File: config.mk
export PLATFORM = sky130hd
export DESIGN_NAME = cpu_io_hub
export DESIGN_NICKNAME = d
export VERILOG_FILES = /design/src/rtl/cpu_io_hub_pkg.sv /design/src/rtl/io_wfifo.sv /design/src/rtl/cpu_io_hub.sv
export SDC_FILE = /design/constraint.sdc
export NUM_CORES = 1
export LEC_CHECK = 0
export CAP_MARGIN = 25
export CORE_MARGIN = 5
export CORE_UTILIZATION = 31
export CTS_CLUSTER_SIZE = 20
export DETAILED_ROUTE_END_ITERATION = 7
export PLACE_DENSITY = 0.58
export SLEW_MARGIN = 20
export SYNTH_ARGS = -nofsm -noshare
export SYNTH_HDL_FRONTEND = slang
export SYNTH_SLANG_ARGS = --single-unit
File: constraint.sdc
create_clock -name clk -period 4.7 [get_ports clk]
set_input_delay 0.94 -clock clk [delete_from_list [all_inputs] [get_ports clk]]
set_output_delay 0.94 -clock clk [all_outputs]
set_load 0.05 [all_outputs]
File: src/rtl/cpu_io_hub_pkg.sv
// Shared types and the combinational interrupt arbiter used by cpu_io_hub.
package lib_io;

  typedef enum logic {
    ARB_FIXED = 1'b0,
    ARB_RR    = 1'b1
  } IO_ARB;

  typedef enum logic [1:0] {
    IRQ_IDLE = 2'd0,
    IRQ_PEND = 2'd1,
    IRQ_DONE = 2'd2
  } IO_IRQ_STATE;

  localparam int RR_MAX_CH = 16;

  // First set request at or after ptr, wrapping modulo n_ch; 0 when nothing is set.
  // Fixed priority is the same search started at ptr = 0.
  function automatic int rr_pick(input logic [RR_MAX_CH-1:0] req, input int ptr, input int n_ch);
    int idx;
    int pick;
    pick = 0;
    // Walk from the farthest offset down so the nearest hit is the last one written.
    for (int k = RR_MAX_CH - 1; k >= 0; k--) begin
      if (k < n_ch) begin
        idx = ptr + k;
        if (idx >= n_ch) idx = idx - n_ch;
        if (req[idx]) pick = idx;
      end
    end
    return pick;
  endfunction

endpackage

File: src/rtl/io_wfifo.sv
// Write decoupling FIFO: cpu pushes, device pops, sticky overflow on push-while-full.
module io_wfifo
  import lib_io::*;
#(
  parameter int DATA_W = 32,
  parameter int DEPTH  = 4
) (
  input  logic              clk,
  input  logic              rst_n,
  input  logic              i_w_req,
  input  logic [DATA_W-1:0] i_w_data,
  output logic              o_w_busy,
  output logic              o_rd_valid,
  output logic [DATA_W-1:0] o_rd_data,
  input  logic              i_rd_busy,
  output logic              o_ovf
);

  localparam int AW = $clog2(DEPTH);

  logic [DATA_W-1:0] r_mem [DEPTH];
  logic [AW-1:0]     r_wr_ptr;
  logic [AW-1:0]     r_rd_ptr;
  logic [AW:0]       r_count;
  logic              r_ovf;

  logic w_full;
  logic w_empty;
  logic w_push;
  logic w_pop;

  // Full is taken from the registered count, so a pop never frees a slot for a same-cycle push.
  assign w_full  = (r_count == (AW+1)'(DEPTH));
  assign w_empty = (r_count == '0);
  assign w_push  = i_w_req && !w_full;
  assign w_pop   = !w_empty && !i_rd_busy;

  always_ff @(posedge clk or negedge rst_n) begin
    if (!rst_n) begin
      r_wr_ptr <= '0;
      r_rd_ptr <= '0;
      r_count  <= '0;
      r_ovf    <= 1'b0;
    end else begin
      if (w_push) r_wr_ptr <= r_wr_ptr + 1'b1;
      if (w_pop)  r_rd_ptr <= r_rd_ptr + 1'b1;
      case ({w_push, w_pop})
        2'b10:   r_count <= r_count + 1'b1;
        2'b01:   r_count <= r_count - 1'b1;
        default: r_count <= r_count;
      endcase
      if (i_w_req && w_full) r_ovf <= 1'b1;
    end
  end

  always_ff @(posedge clk) begin
    if (w_push) r_mem[r_wr_ptr] <= i_w_data;
  end

  assign o_w_busy   = w_full;
  assign o_rd_valid = !w_empty;
  assign o_rd_data  = r_mem[r_rd_ptr];
  assign o_ovf      = r_ovf;

endmodule

File: src/rtl/cpu_io_hub.sv
// Merges per-channel interrupts into one cpu irr/ack port and buffers cpu writes to a slow device.
module cpu_io_hub
  import lib_io::*;
#(
  parameter int N_CH     = 4,
  parameter int DATA_W   = 32,
  parameter int WQ_DEPTH = 4,
  parameter int ARB_MODE = 0
) (
  input  logic                     clk,
  input  logic                     reset,
  input  logic [N_CH-1:0]          ch_irr,
  output logic [N_CH-1:0]          ch_ack,
  input  logic [N_CH*DATA_W-1:0]   ch_r_data,
  output logic                     cpu_irr,
  input  logic                     cpu_ack,
  output logic [DATA_W-1:0]        cpu_r_data,
  output logic [$clog2(N_CH)-1:0]  cpu_src,
  input  logic                     cpu_w_req,
  input  logic [DATA_W-1:0]        cpu_w_data,
  output logic                     cpu_w_busy,
  output logic                     dev_w_req,
  output logic [DATA_W-1:0]        dev_w_data,
  input  logic                     dev_w_busy,
  output logic                     w_ovf
);

  localparam int SRC_W  = $clog2(N_CH);
  localparam bit USE_RR = (ARB_MODE == int'(ARB_RR));

  IO_IRQ_STATE       r_state;
  IO_IRQ_STATE       w_state_next;
  logic [SRC_W-1:0]  r_ptr;
  logic [SRC_W-1:0]  w_ptr_next;
  logic [SRC_W-1:0]  r_src;
  logic [SRC_W-1:0]  w_src_next;
  logic [DATA_W-1:0] r_r_data;
  logic [DATA_W-1:0] w_r_data_next;
  logic              r_irr;
  logic              w_irr_next;
  logic [N_CH-1:0]   r_ch_ack;
  logic [N_CH-1:0]   w_ch_ack_next;

  logic [DATA_W-1:0]    w_ch_data [N_CH];
  logic [RR_MAX_CH-1:0] w_req_pad;
  logic [SRC_W-1:0]     w_pick;

  for (genvar gi = 0; gi < N_CH; gi++) begin : g_ch_data
    assign w_ch_data[gi] = ch_r_data[gi*DATA_W +: DATA_W];
  end

  always_comb begin
    w_req_pad           = '0;
    w_req_pad[N_CH-1:0] = ch_irr;
  end

  assign w_pick = SRC_W'(rr_pick(w_req_pad, USE_RR ? int'(r_ptr) : 0, N_CH));

  always_ff @(posedge clk or negedge reset) begin
    if (!reset) begin
      r_state  <= IRQ_IDLE;
      r_ptr    <= '0;
      r_src    <= '0;
      r_r_data <= '0;
      r_irr    <= 1'b0;
      r_ch_ack <= '0;
    end else begin
      r_state  <= w_state_next;
      r_ptr    <= w_ptr_next;
      r_src    <= w_src_next;
      r_r_data <= w_r_data_next;
      r_irr    <= w_irr_next;
      r_ch_ack <= w_ch_ack_next;
    end
  end

  always_comb begin
    w_state_next  = r_state;
    w_ptr_next    = r_ptr;
    w_src_next    = r_src;
    w_r_data_next = r_r_data;
    w_irr_next    = r_irr;
    w_ch_ack_next = '0;
    case (r_state)
      IRQ_IDLE: begin
        if (|ch_irr) begin
          w_src_next    = w_pick;
          w_r_data_next = w_ch_data[w_pick];
          w_irr_next    = 1'b1;
          w_state_next  = IRQ_PEND;
        end
      end
      IRQ_PEND: begin
        if (cpu_ack) begin
          w_irr_next            = 1'b0;
          w_ch_ack_next[r_src]  = 1'b1;
          w_ptr_next            = (r_src == SRC_W'(N_CH - 1)) ? '0 : r_src + 1'b1;
          w_state_next          = IRQ_DONE;
        end
      end
      // One idle cycle so the serviced channel can drop its request before re-arbitration.
      IRQ_DONE: w_state_next = IRQ_IDLE;
      default:  w_state_next = IRQ_IDLE;
    endcase
  end

  assign cpu_irr    = r_irr;
  assign cpu_src    = r_src;
  assign cpu_r_data = r_r_data;
  assign ch_ack     = r_ch_ack;

  io_wfifo #(
    .DATA_W (DATA_W),
    .DEPTH  (WQ_DEPTH)
  ) u_wfifo (
    .clk        (clk),
    .rst_n      (reset),
    .i_w_req    (cpu_w_req),
    .i_w_data   (cpu_w_data),
    .o_w_busy   (cpu_w_busy),
    .o_rd_valid (dev_w_req),
    .o_rd_data  (dev_w_data),
    .i_rd_busy  (dev_w_busy),
    .o_ovf      (w_ovf)
  );

endmodule

### After elaboration in Yosys (flattened, before gate mapping)

Memories as Yosys holds them, arrays and structs flattened.
Index checks and enable logic that the tools add are counted.

* add/sub/neg operators: 4
* multiply operators: 0
* divide/modulo/power cells: 0
* magnitude comparators: 3
* equality and inequality tests: 6
* shift-type cells: 0
* multiplexer cells: 20
* bitwise gates (word level): 1
* reductions and logical operators: 15

Operator list (number)
* $bmux W32 S2: 1
* $mux W32: 2
* $mux W2: 6
* $mux W4: 2
* $pmux W3 S2: 1
* $mux W1: 5
* $add A2 B1 Y2 const B: 2
* $eq A2 B1 Y1 const B: 2
* $logic_and A1 B1 Y1: 4
* $ne A2 B2 Y1 const B: 2
* $pmux W2 S2: 1
* $reduce_and A2 Y1: 2
* $reduce_bool A2 Y1: 2
* $reduce_or A4 Y1: 1
* $add A3 B1 Y3 const B: 1
* $eq A3 B3 Y1 const B: 1
* $ge A3 B3 Y1 const B: 1
* $logic_not A1 Y1: 3
* $logic_not A3 Y1: 1
* $lt A2 B3 Y1 const B: 1
* $not A2 Y3: 1
* $reduce_and A3 Y1: 1
* $sub A3 B1 Y3 const B: 1
* $demux W1 S2: 1
* 4 further kinds: 4

* register bits: 49
* latch bits: 0
* bits in writable memories: 128
* bits in read-only memories: 0
* input bits: 169
* output and inout port bits: 74
* logic and storage cells: 59
* memories kept: 1

Memory list
* u_wfifo.r_mem: words 4, bits a word 32, read ports 1, clocked after memory_dff 0, wr ports 1, line io_wfifo.sv:21 `logic [DATA_W-1:0] r_mem [DEPTH];`

### Depth between registers and ports, before layout

Gate-level depths: netlist (run 1).

* depth after elaboration: 8
* gate-level depth with buffers: 9
* gate-level depth less buffers: 9

### Modules after synthesis

A second synthesis (run 1) with hierarchy kept.

* cells, all modules: 464
* area, all modules: 7571.0 um2

Modules (own cells, without submodules)
* io_wfifo: times used 1, cells each 208, area each 5141.2 um2, seq. area each 4043.9 um2
* cpu_io_hub: times used 1, cells each 256, area each 2429.8 um2, seq. area each 1026.0 um2

### Worst setup path before layout (run 1)

Ideal clock, no wire load.

* path type: register -> register
* start: reg u_wfifo.r_count[0]
* end: reg u_wfifo.r_count[2]
* setup time: 79 ps
* arrival time: 3072 ps
* data required time: 4621 ps
* slack: 1549 ps
* cell stages (with the launch flop): 10
* buffers on the path: 0
* period minus slack after synthesis: 3151 ps
* path through: dfrtp_1 nor3b_1 nor2b_1 inv_1 ha_1 inv_1 fa_1 xor2_1 nor2_1 xor2_1

* word-level cells in the longest chain between the ends: 5
* elaborated cells between the ends (all ways): 12
* classes of those cells: add/sub (2); eq/ne (3); mux (1); reduce/logical (6)

Ends and longest elaborated chain
* start: declaration: line io_wfifo.sv:24 `logic [AW:0] r_count;`
* start signal: assignment: line io_wfifo.sv:48 `2'b10: r_count <= r_count + 1'b1;`
* start signal: assignment: line io_wfifo.sv:49 `2'b01: r_count <= r_count - 1'b1;`
* start signal: assignment: line io_wfifo.sv:50 `default: r_count <= r_count;`
* $eq A3 B3 Y1 *: line io_wfifo.sv:33 `assign w_full = (r_count == (AW+1)'(DEPTH));`
* named net cpu_w_busy: line cpu_io_hub.sv:21 `output logic cpu_w_busy,`
* $logic_not A1 Y1 *: line io_wfifo.sv:35 `assign w_push = i_w_req && !w_full;`
* $logic_and A1 B1 Y1 *: line io_wfifo.sv:35
* $eq A2 B1 Y1 or $eq A2 B2 Y1 (tied branches): line io_wfifo.sv:47 `case ({w_push, w_pop})`
* $pmux W3 S2 or $reduce_bool A2 Y1 (tied branches)

Mark *: on every way through the listed nets, which the timed path passes. The rest lies on a longest branch.
A chain may end at the register's enable or synchronous reset.

### Worst setup path in the final report (run 1)

* start: reg u_wfifo.r_rd_ptr[1]
* end: out dev_w_data[12]

* word-level cells in the longest chain between the ends: 1

Ends and longest elaborated chain
* start: declaration: line io_wfifo.sv:23 `logic [AW-1:0] r_rd_ptr;`
* start signal: assignment: line io_wfifo.sv:46 `if (w_pop) r_rd_ptr <= r_rd_ptr + 1'b1;`
* $mem_v2 Z4 W32
* end: declaration: line cpu_io_hub.sv:23 `output logic [DATA_W-1:0] dev_w_data,`

No other way between the ends.

==> Flow_metrics.wiki, run 1 <==
{| class="wikitable"
! Metric !! Value
|-
| Outcome || finished clean
|-
| Wire length of the first global-routing pass || 34930 um
|-
| CP Data Arrival Time || 2760 ps
|-
| Critical Path End Type || output pin
|-
| Global route total overflow || 0
|-
| Half-perimeter wire length after detailed placement || 16000 um
|-
| Post-synthesis cell type with the largest combined area || sky130_fd_sc_hd__edfxtp_1
|-
| Pin count of the biggest net entering global routing || 99
|-
| Floorplan die height || 172.5 um
|-
| CP Max Fanout || 17
|-
| Core area || 26060 sq um
|-
| Post-CTS Setup Repair Bufs || 0
|-
| Initial core utilization || 31.43%
|-
| Max-slew headroom || 38.35%
|-
| Count of pins on the block boundary || 243
|-
| Number of hold-slack violations in the final timing report || 0
|-
| Share of power burned in registers || 33.9%
|-
| Final TNS setup || 0 ps
|-
| Net count, final || 997
|-
| TritonCTS Buffers || 17
|-
| Number of instances resized during post-cts repair || 0
|-
| Combinational cell fraction of total power || 46.5%
|-
| First DRT Iteration DRCs || 311
|-
| Final number of max-transition violations || 0
|-
| Internal power of the cells || 4.059 mW
|-
| Synth area leaders || sky130_fd_sc_hd__edfxtp_1 47%, sky130_fd_sc_hd__dfrtp_1 15%, sky130_fd_sc_hd__mux4_2 8.8%
|-
| Clock network fraction of design power || 19.6%
|-
| Count of unique library cells instantiated by Yosys || 33
|-
| Sequential element share of the synthesized area || 61.90%
|-
| Post-detailed-route wirelength per cell || 19.31 um
|-
| Post-synthesis to final-layout area growth || 39.92%
|-
| Most common cell in the synthesized netlist || sky130_fd_sc_hd__edfxtp_1
|-
| Number of global-route vias before repair || 5925
|-
| Data required time at the worst endpoint || 3760 ps
|-
| GPL Wtd Cong || 0.7964
|-
| Vias per cell || 4.869
|-
| Clock tree from TritonCTS || yes
|-
| Finished Core Util || 43.98%
|-
| Count of buffers inserted at the top-level ports || 242
|-
| Share of final-layout standard cells stronger than drive strength 1 || 10.42%
|-
| Count of endpoints failing setup in the final report || 0
|-
| Post-synthesis cell count || 600
|-
| Sum of routed wire length over all layers || 22590 um
|-
| Root Buffer Master || sky130_fd_sc_hd__clkbuf_16
|-
| Global-route total usage across every layer || 14.86%
|-
| Ys flop type || sky130_fd_sc_hd__edfxtp_1
|-
| Maximum buffer depth of the clock tree || 2
|-
| CP Class || reg2out
|-
| Placed instance count || 1138
|-
| Sort of element at the start of the critical path || flop
|-
| Placed cell areas || 10890 sq um
|-
| Number of core rows || 59
|-
| Clock Skews || 13.09 ps
|-
| Later-pin clock latency in the skew report || 420 ps
|-
| Slew of the pin with the lowest slew margin || 924.7 ps
|-
| Post-route DRC || 0
|-
| Final std cells w/o fill || 1170
|-
| Tmin final || 3704 ps
|-
| Antenna violations before repair || 2
|-
| Clock Pin Slew Worst Setup and Hold Paths || 70 ps
|-
| Die ar. || 29770 sq um
|-
| Total power draw || 7.018 mW
|-
| Area of all placed cells without fillers || 11460 sq um
|-
| Area of the mapped netlist || 8190 sq um
|-
| Total net switching power || 2.959 mW
|-
| Proportion of netlist area held by the largest area contributor || 46.93%
|-
| Average cell area after synthesis || 13.65 sq um
|-
| List of most frequent post-synthesis cells || 128 x sky130_fd_sc_hd__edfxtp_1, 63 x sky130_fd_sc_hd__a21oi_1, 49 x sky130_fd_sc_hd__dfrtp_1
|-
| Hold buffer count at cts || 0
|-
| Fraction of the cycle the final worst path needs || 78.81%
|-
| Max Cap Violations || 0
|-
| Count of antenna-violating nets left after detailed routing || 0
|-
| Synth Net Count || 775
|-
| Flip-flop and latch count after synthesis || 177
|-
| EDFF count, synth || 128
|-
| Worst ir drop on vdd || 0.3883 mV
|-
| X dimension of the die || 172.5 um
|-
| Unrepaired setup endpoints after global routing || no
|-
| Number of levels in the clock H-tree || 4
|-
| Standby leakage power || 4.201 nW
|-
| Ratio of total power to cell area || 612.4 nW/um^2
|-
| First drt pass iteration count || 4
|-
| Min-delay worst type || reg2reg
|-
| Number of inserted diodes || 0
|-
| Fraction of registers with async set/reset || 27.68%
|-
| Sw Share || 42.16%
|-
| Total of warnings raised by yosys || 0
|-
| TritonCTS Sinks || 177
|-
| F_max || 270.0 MHz
|-
| Count of vias placed by the detailed router || 5697
|}
cells by family after synthesis:
family                   synth area share, %
flip-flops                             61.90
buffers and inverters                  4.568
adder cells (fa/ha/maj)                1.008
AND/OR/NAND/NOR                        10.45
multiplexers                           9.059
XOR/XNOR                              0.6416
AO/OA/AOI/OAI                          12.37
cell type report:
class	instances	area, sq um
clock buffer	18	429.2
tap	335	419.2
clock inverter	14	145.1
sequential	177	5071
inverter	39	146.4
multi-input combinational	333	2756
timing repair buffer	254	2492
fill	2416	14600
path summary, 6_finish.rpt:
| check | startpoint | endpoint | slack (ps) | cells past startpoint |
|---|---|---|---|---|
| worst min-delay path | u_wfifo.o_ovf$_DFFE_PN0P_ | u_wfifo.o_ovf$_DFFE_PN0P_ | 460 | 1 |
| worst max-delay path | u_wfifo.r_rd_ptr[1]$_DFFE_PN0P_ | dev_w_data[12] | 1000 | 3 |
| worst max register to register | u_wfifo.r_count[2]$_DFFE_PN0P_ | u_wfifo.r_mem[3][18]$_DFFE_PP_ | 2470 | 3 |
| worst min register to register | u_wfifo.o_ovf$_DFFE_PN0P_ | u_wfifo.o_ovf$_DFFE_PN0P_ | 460 | 1 |
| max in group asynchronous | reset | u_wfifo.r_rd_ptr[0]$_DFFE_PN0P_ | 3590 | 2 |
| min in group asynchronous | reset | ch_ack[2]$_DFF_PN0_ | 630 | 2 |
power groups by stage:
| stage | registers [mW] | clock network [mW] | logic (mW) |
|---|---|---|---|
| 2_1_floorplan | 2.82 | 0 | 1.75 |
| 3_3_place_gp | 2.43 | 0 | 3.29 |
| 3_5_place_dp | 2.42 | 0 | 3.32 |
| 4_1_cts | 2.40 | 1.42 | 3.32 |
| 5_1_grt | 2.43 | 1.48 | 3.43 |
| 6_report | 2.38 | 1.37 | 3.26 |
sequential cells by signal, indices dropped and copies added, names as in the netlist:
name              flops
cpu_r_data           32
u_wfifo.o_ovf         1
u_wfifo.r_count       3
cpu_irr               1
u_wfifo.r_wr_ptr      2
cpu_src               2
u_wfifo.r_rd_ptr      2
u_wfifo.r_mem       128
ch_ack                4
r_state               2
metal layers:
layer	global-route usage (%)	up-vias	wire length, um
met5	0	-	27
met4	2.476	4	80
met3	7.838	10	2485
met2	24.17	214	10800
met1	17.92	2751	9194
li1	-	2718	-
critical path, cell delays in order (launching register included):
cell                              delay (ps)
sky130_fd_sc_hd__dfrtp_1                 910
sky130_fd_sc_hd__buf_4                   380
sky130_fd_sc_hd__mux4_2                  340
sky130_fd_sc_hd__clkdlybuf4s50_1         710
cells in the final DEF (no fill, tap or decap), types with 2 or more instances in the layout:
cell type,synthesis,routed
sky130_fd_sc_hd__a21o_1,2,2
sky130_fd_sc_hd__a21oi_1,63,63
sky130_fd_sc_hd__a22o_1,31,31
sky130_fd_sc_hd__a31oi_1,31,31
sky130_fd_sc_hd__and2_2,0,4
sky130_fd_sc_hd__and3b_1,31,31
sky130_fd_sc_hd__buf_2,5,4
sky130_fd_sc_hd__buf_4,0,12
sky130_fd_sc_hd__clkbuf_16,0,17
sky130_fd_sc_hd__clkdlybuf4s50_1,0,238
sky130_fd_sc_hd__clkinv_4,0,4
sky130_fd_sc_hd__clkinv_8,0,2
sky130_fd_sc_hd__dfrtp_1,49,48
sky130_fd_sc_hd__edfxtp_1,128,128
sky130_fd_sc_hd__ha_1,5,5
sky130_fd_sc_hd__inv_1,39,39
sky130_fd_sc_hd__inv_8,0,5
sky130_fd_sc_hd__mux4_2,32,32
sky130_fd_sc_hd__nand2_1,2,2
sky130_fd_sc_hd__nand3b_1,34,34
sky130_fd_sc_hd__nor2_1,5,3
sky130_fd_sc_hd__nor2_2,0,2
sky130_fd_sc_hd__nor2b_1,33,33
sky130_fd_sc_hd__nor3_1,3,3
sky130_fd_sc_hd__nor3b_1,4,4
sky130_fd_sc_hd__o21a_1,4,4
sky130_fd_sc_hd__o21ai_0,34,34
sky130_fd_sc_hd__xnor2_1,2,2
sky130_fd_sc_hd__xor2_1,4,4
through the flow:
step	worst slack (ps)	hold slack (ps)
after floorplan	1549	456.3
after global placement	1348	439.6
after detailed placement	1357	451.2
after CTS	896.4	467.9
after global routing	818.2	495.4
final	996.1	462.4
Note: power is estimated with default switching activity, not from simulation.
==> inputs of run 2 (changes only) <==
Clock period 4.7 ns to 3.7 ns, I/O delays scaled along.
==> run 2 against run 1 <==
Net effect:
- clock power increased by 26%
- sequential power increased by 25%
- global-route usage is 0.16 points lower
- count of clock-buffer cells in the layout is the same
- via count decreased by 0.21%
- core utilization is 0.21 points higher
- first-iteration DRC count is 4.2% higher
- sequential cell count is the same
- combinational power rose by 30%
- die area did not move
- hold slack got worse by 200 ps
- worst setup slack worse by 620 ps
==> Flow_metrics.wiki, run 2 (synthesis results as in run 1) <==
{| class="wikitable"
! Metric !! Value
|-
| Wire length of the first global-routing pass || 34690 um (-0.71%)
|-
| Worst ir drop on vdd || 0.5519 mV (+42%)
|-
| CP Class || reg2out
|-
| Post-CTS Setup Repair Bufs || 0 (unchanged)
|-
| Fraction of the cycle the final worst path needs || 89.95%
|-
| Clock tree from TritonCTS || yes
|-
| CP Max Fanout || 23 (+6)
|-
| Global-route total usage across every layer || 14.70% (-0.16 points)
|-
| Count of vias placed by the detailed router || 5685 (-0.21%)
|-
| Ratio of total power to cell area || 775.9 nW/um^2 (+27%)
|-
| Floorplan die height || 172.5 um (unchanged)
|-
| Clock Skews || 8.723 ps (-4.369 ps)
|-
| Hold buffer count at cts || 0 (unchanged)
|-
| TritonCTS Sinks || 177 (unchanged)
|-
| Count of endpoints failing setup in the final report || 0 (unchanged)
|-
| Placed cell areas || 10950 sq um (+0.55%)
|-
| Data required time at the worst endpoint || 2960 ps (-800 ps)
|-
| Slew of the pin with the lowest slew margin || 859.2 ps (-65.52 ps)
|-
| Count of pins on the block boundary || 243 (unchanged)
|-
| Post-synthesis to final-layout area growth || 40.57%
|-
| Net count, final || 1000 (+0.30%)
|-
| Largest register by flop count || u_wfifo.r_mem
|-
| Reg2Reg Launch Point || u_wfifo.r_count[0]$_DFFE_PN0P_
|-
| Post-detailed-route wirelength per cell || 19.18 um (-0.68%)
|-
| Number of levels in the clock H-tree || 4 (unchanged)
|-
| Count of buffers inserted at the top-level ports || 242 (unchanged)
|-
| Largest register FFs || 128 (unchanged)
|-
| Sort of element at the start of the critical path || flop
|-
| Fraction of met3 tracks used by global routing || 7.271% (-0.57 points)
|-
| Final number of max-transition violations || 0 (unchanged)
|-
| Share of final-layout standard cells stronger than drive strength 1 || 10.74% (+0.32 points)
|-
| Total power draw || 8.933 mW (+27%)
|-
| X dimension of the die || 172.5 um (unchanged)
|-
| Top Usage Layer GRT || met2
|-
| Core area || 26060 sq um (unchanged)
|-
| Number of instances resized during post-cts repair || 0 (unchanged)
|-
| Maximum buffer depth of the clock tree || 2 (unchanged)
|-
| Most common cell after layout, fill and taps aside || sky130_fd_sc_hd__clkdlybuf4s50_1
|-
| Number of core rows || 59 (unchanged)
|-
| Number of global-route vias before repair || 5828 (-1.6%)
|-
| Number of hold-slack violations in the final timing report || 0 (unchanged)
|-
| Unrepaired setup endpoints after global routing || no
|-
| Minimum setup slack among reg-to-reg paths || 1520 ps (-950 ps)
|-
| F_max || 300.5 MHz
|-
| Tmin final || 3328 ps
|-
| GPL Wtd Cong || 0.7998 (+0.43%)
|-
| Post-route DRC || 0 (unchanged)
|-
| Min-delay worst type || in2async
|-
| Outcome || finished clean
|-
| Number of inserted diodes || 0 (unchanged)
|-
| Vias per cell || 4.847 (-0.47%)
|-
| Global route total overflow || 0 (unchanged)
|-
| TritonCTS Buffers || 17 (unchanged)
|-
| Depth of the most critical reg-to-reg path || 9 (+6)
|-
| Area of all placed cells without fillers || 11510 sq um (+0.47%)
|-
| Sum of routed wire length over all layers || 22490 um (-0.42%)
|-
| Commonest cells after routing, fill and taps aside || 238 x sky130_fd_sc_hd__clkdlybuf4s50_1, 128 x sky130_fd_sc_hd__edfxtp_1, 63 x sky130_fd_sc_hd__a21oi_1
|-
| Max-slew headroom || 42.72% (+4.4 points)
|-
| Critical Path End Type || output pin
|-
| Antenna violations before repair || 3 (+1)
|-
| Met1 track utilization from global routing || 18.37% (+0.45 points)
|-
| Later-pin clock latency in the skew report || 420 ps (about the same)
|-
| Initial core utilization || 31.43% (unchanged)
|-
| Half-perimeter wire length after detailed placement || 16100 um (+0.63%)
|-
| Pin count of the biggest net entering global routing || 99 (unchanged)
|-
| Root Buffer Master || sky130_fd_sc_hd__clkbuf_16
|-
| Clock Pin Slew Worst Setup and Hold Paths || 80 ps (about the same)
|-
| First DRT Iteration DRCs || 324 (+4.2%)
|-
| Launch point of the critical path || u_wfifo.r_rd_ptr[0]$_DFFE_PN0P_
|-
| Met2 Use GR || 23.51% (-0.67 points)
|-
| Die ar. || 29770 sq um (unchanged)
|-
| Terminus of the critical flop-to-flop path || u_wfifo.r_count[2]$_DFFE_PN0P_
|-
| First drt pass iteration count || 5 (+1)
|-
| Standby leakage power || 4.216 nW (+0.37%)
|-
| Max Cap Violations || 0 (unchanged)
|-
| Number of fill cells || 2449 (+1.4%)
|-
| Final TNS setup || 0 ps (unchanged)
|-
| CP Data Arrival Time || 2590 ps (-170 ps)
|-
| Count of antenna-violating nets left after detailed routing || 0 (unchanged)
|}
==> run 2: cell count changes in the layout (fill, tap and decap cells not counted), sizes merged <==
cell      change
clkinvlp      +2
clkinv        -3
buf           +3
inv           +1
==> run 2: worst max path at each step <==
stage,slack [ps],end
after floorplan,550,u_wfifo.r_count[2]$_DFFE_PN0P_
after global placement,780,dev_w_data[31]
after detailed placement,750,dev_w_data[12]
after CTS,290,dev_w_data[12]
after global routing,210,dev_w_data[7]
final,370,dev_w_data[17]
==> run 2: cell type report <==
class                   count  area, sq um  area share, %
clock buffers              18        429.2          3.727
clock inverters            14        138.9          1.206
multi-input cells         333         2756          23.94
flip-flops and latches    177         5071          44.04
well taps                 335        419.2          3.641
repair buffers            257         2552          22.17
inverters                  39        146.4          1.271
==> run 2: routing by layer <==
metal | up-vias | routed length [um]
met5 | - | 13
met4 | 2 | 116
met3 | 11 | 2415
met2 | 221 | 10600
met1 | 2725 | 9351
li1 | 2726 | -
==> run 2: through the flow <==
| step | setup WS, ps | cells | util (%) | hold WS [ps] |
|---|---|---|---|---|
| floorplan | 548.6 | 600 | - | 444.4 |
| global route | 209.4 | 1173 | 44.18 | 269.9 |
| CTS | 288.2 | 1173 | 44.18 | 248.8 |
| detailed placement | 752.2 | 1141 | 42.00 | 454.5 |
| finish | 372.0 | 1173 | 44.18 | 258.8 |
| global placement | 779.7 | 1141 | 42.00 | 440.3 |
==> run 2: critical path: stages, from the launching register on <==
cell and delay, ps:
sky130_fd_sc_hd__dfrtp_2 640, sky130_fd_sc_hd__buf_12 270, sky130_fd_sc_hd__mux4_2 530, sky130_fd_sc_hd__clkdlybuf4s50_1 720
==> run 2: report_power, final <==
part	switching, mW	internal [mW]	leakage (nW)	total, mW
Sequential	0.278	2.70	1.72	2.97
Combinational	2.65	1.59	2.22	4.24
Clock	0.825	0.894	0.268	1.72
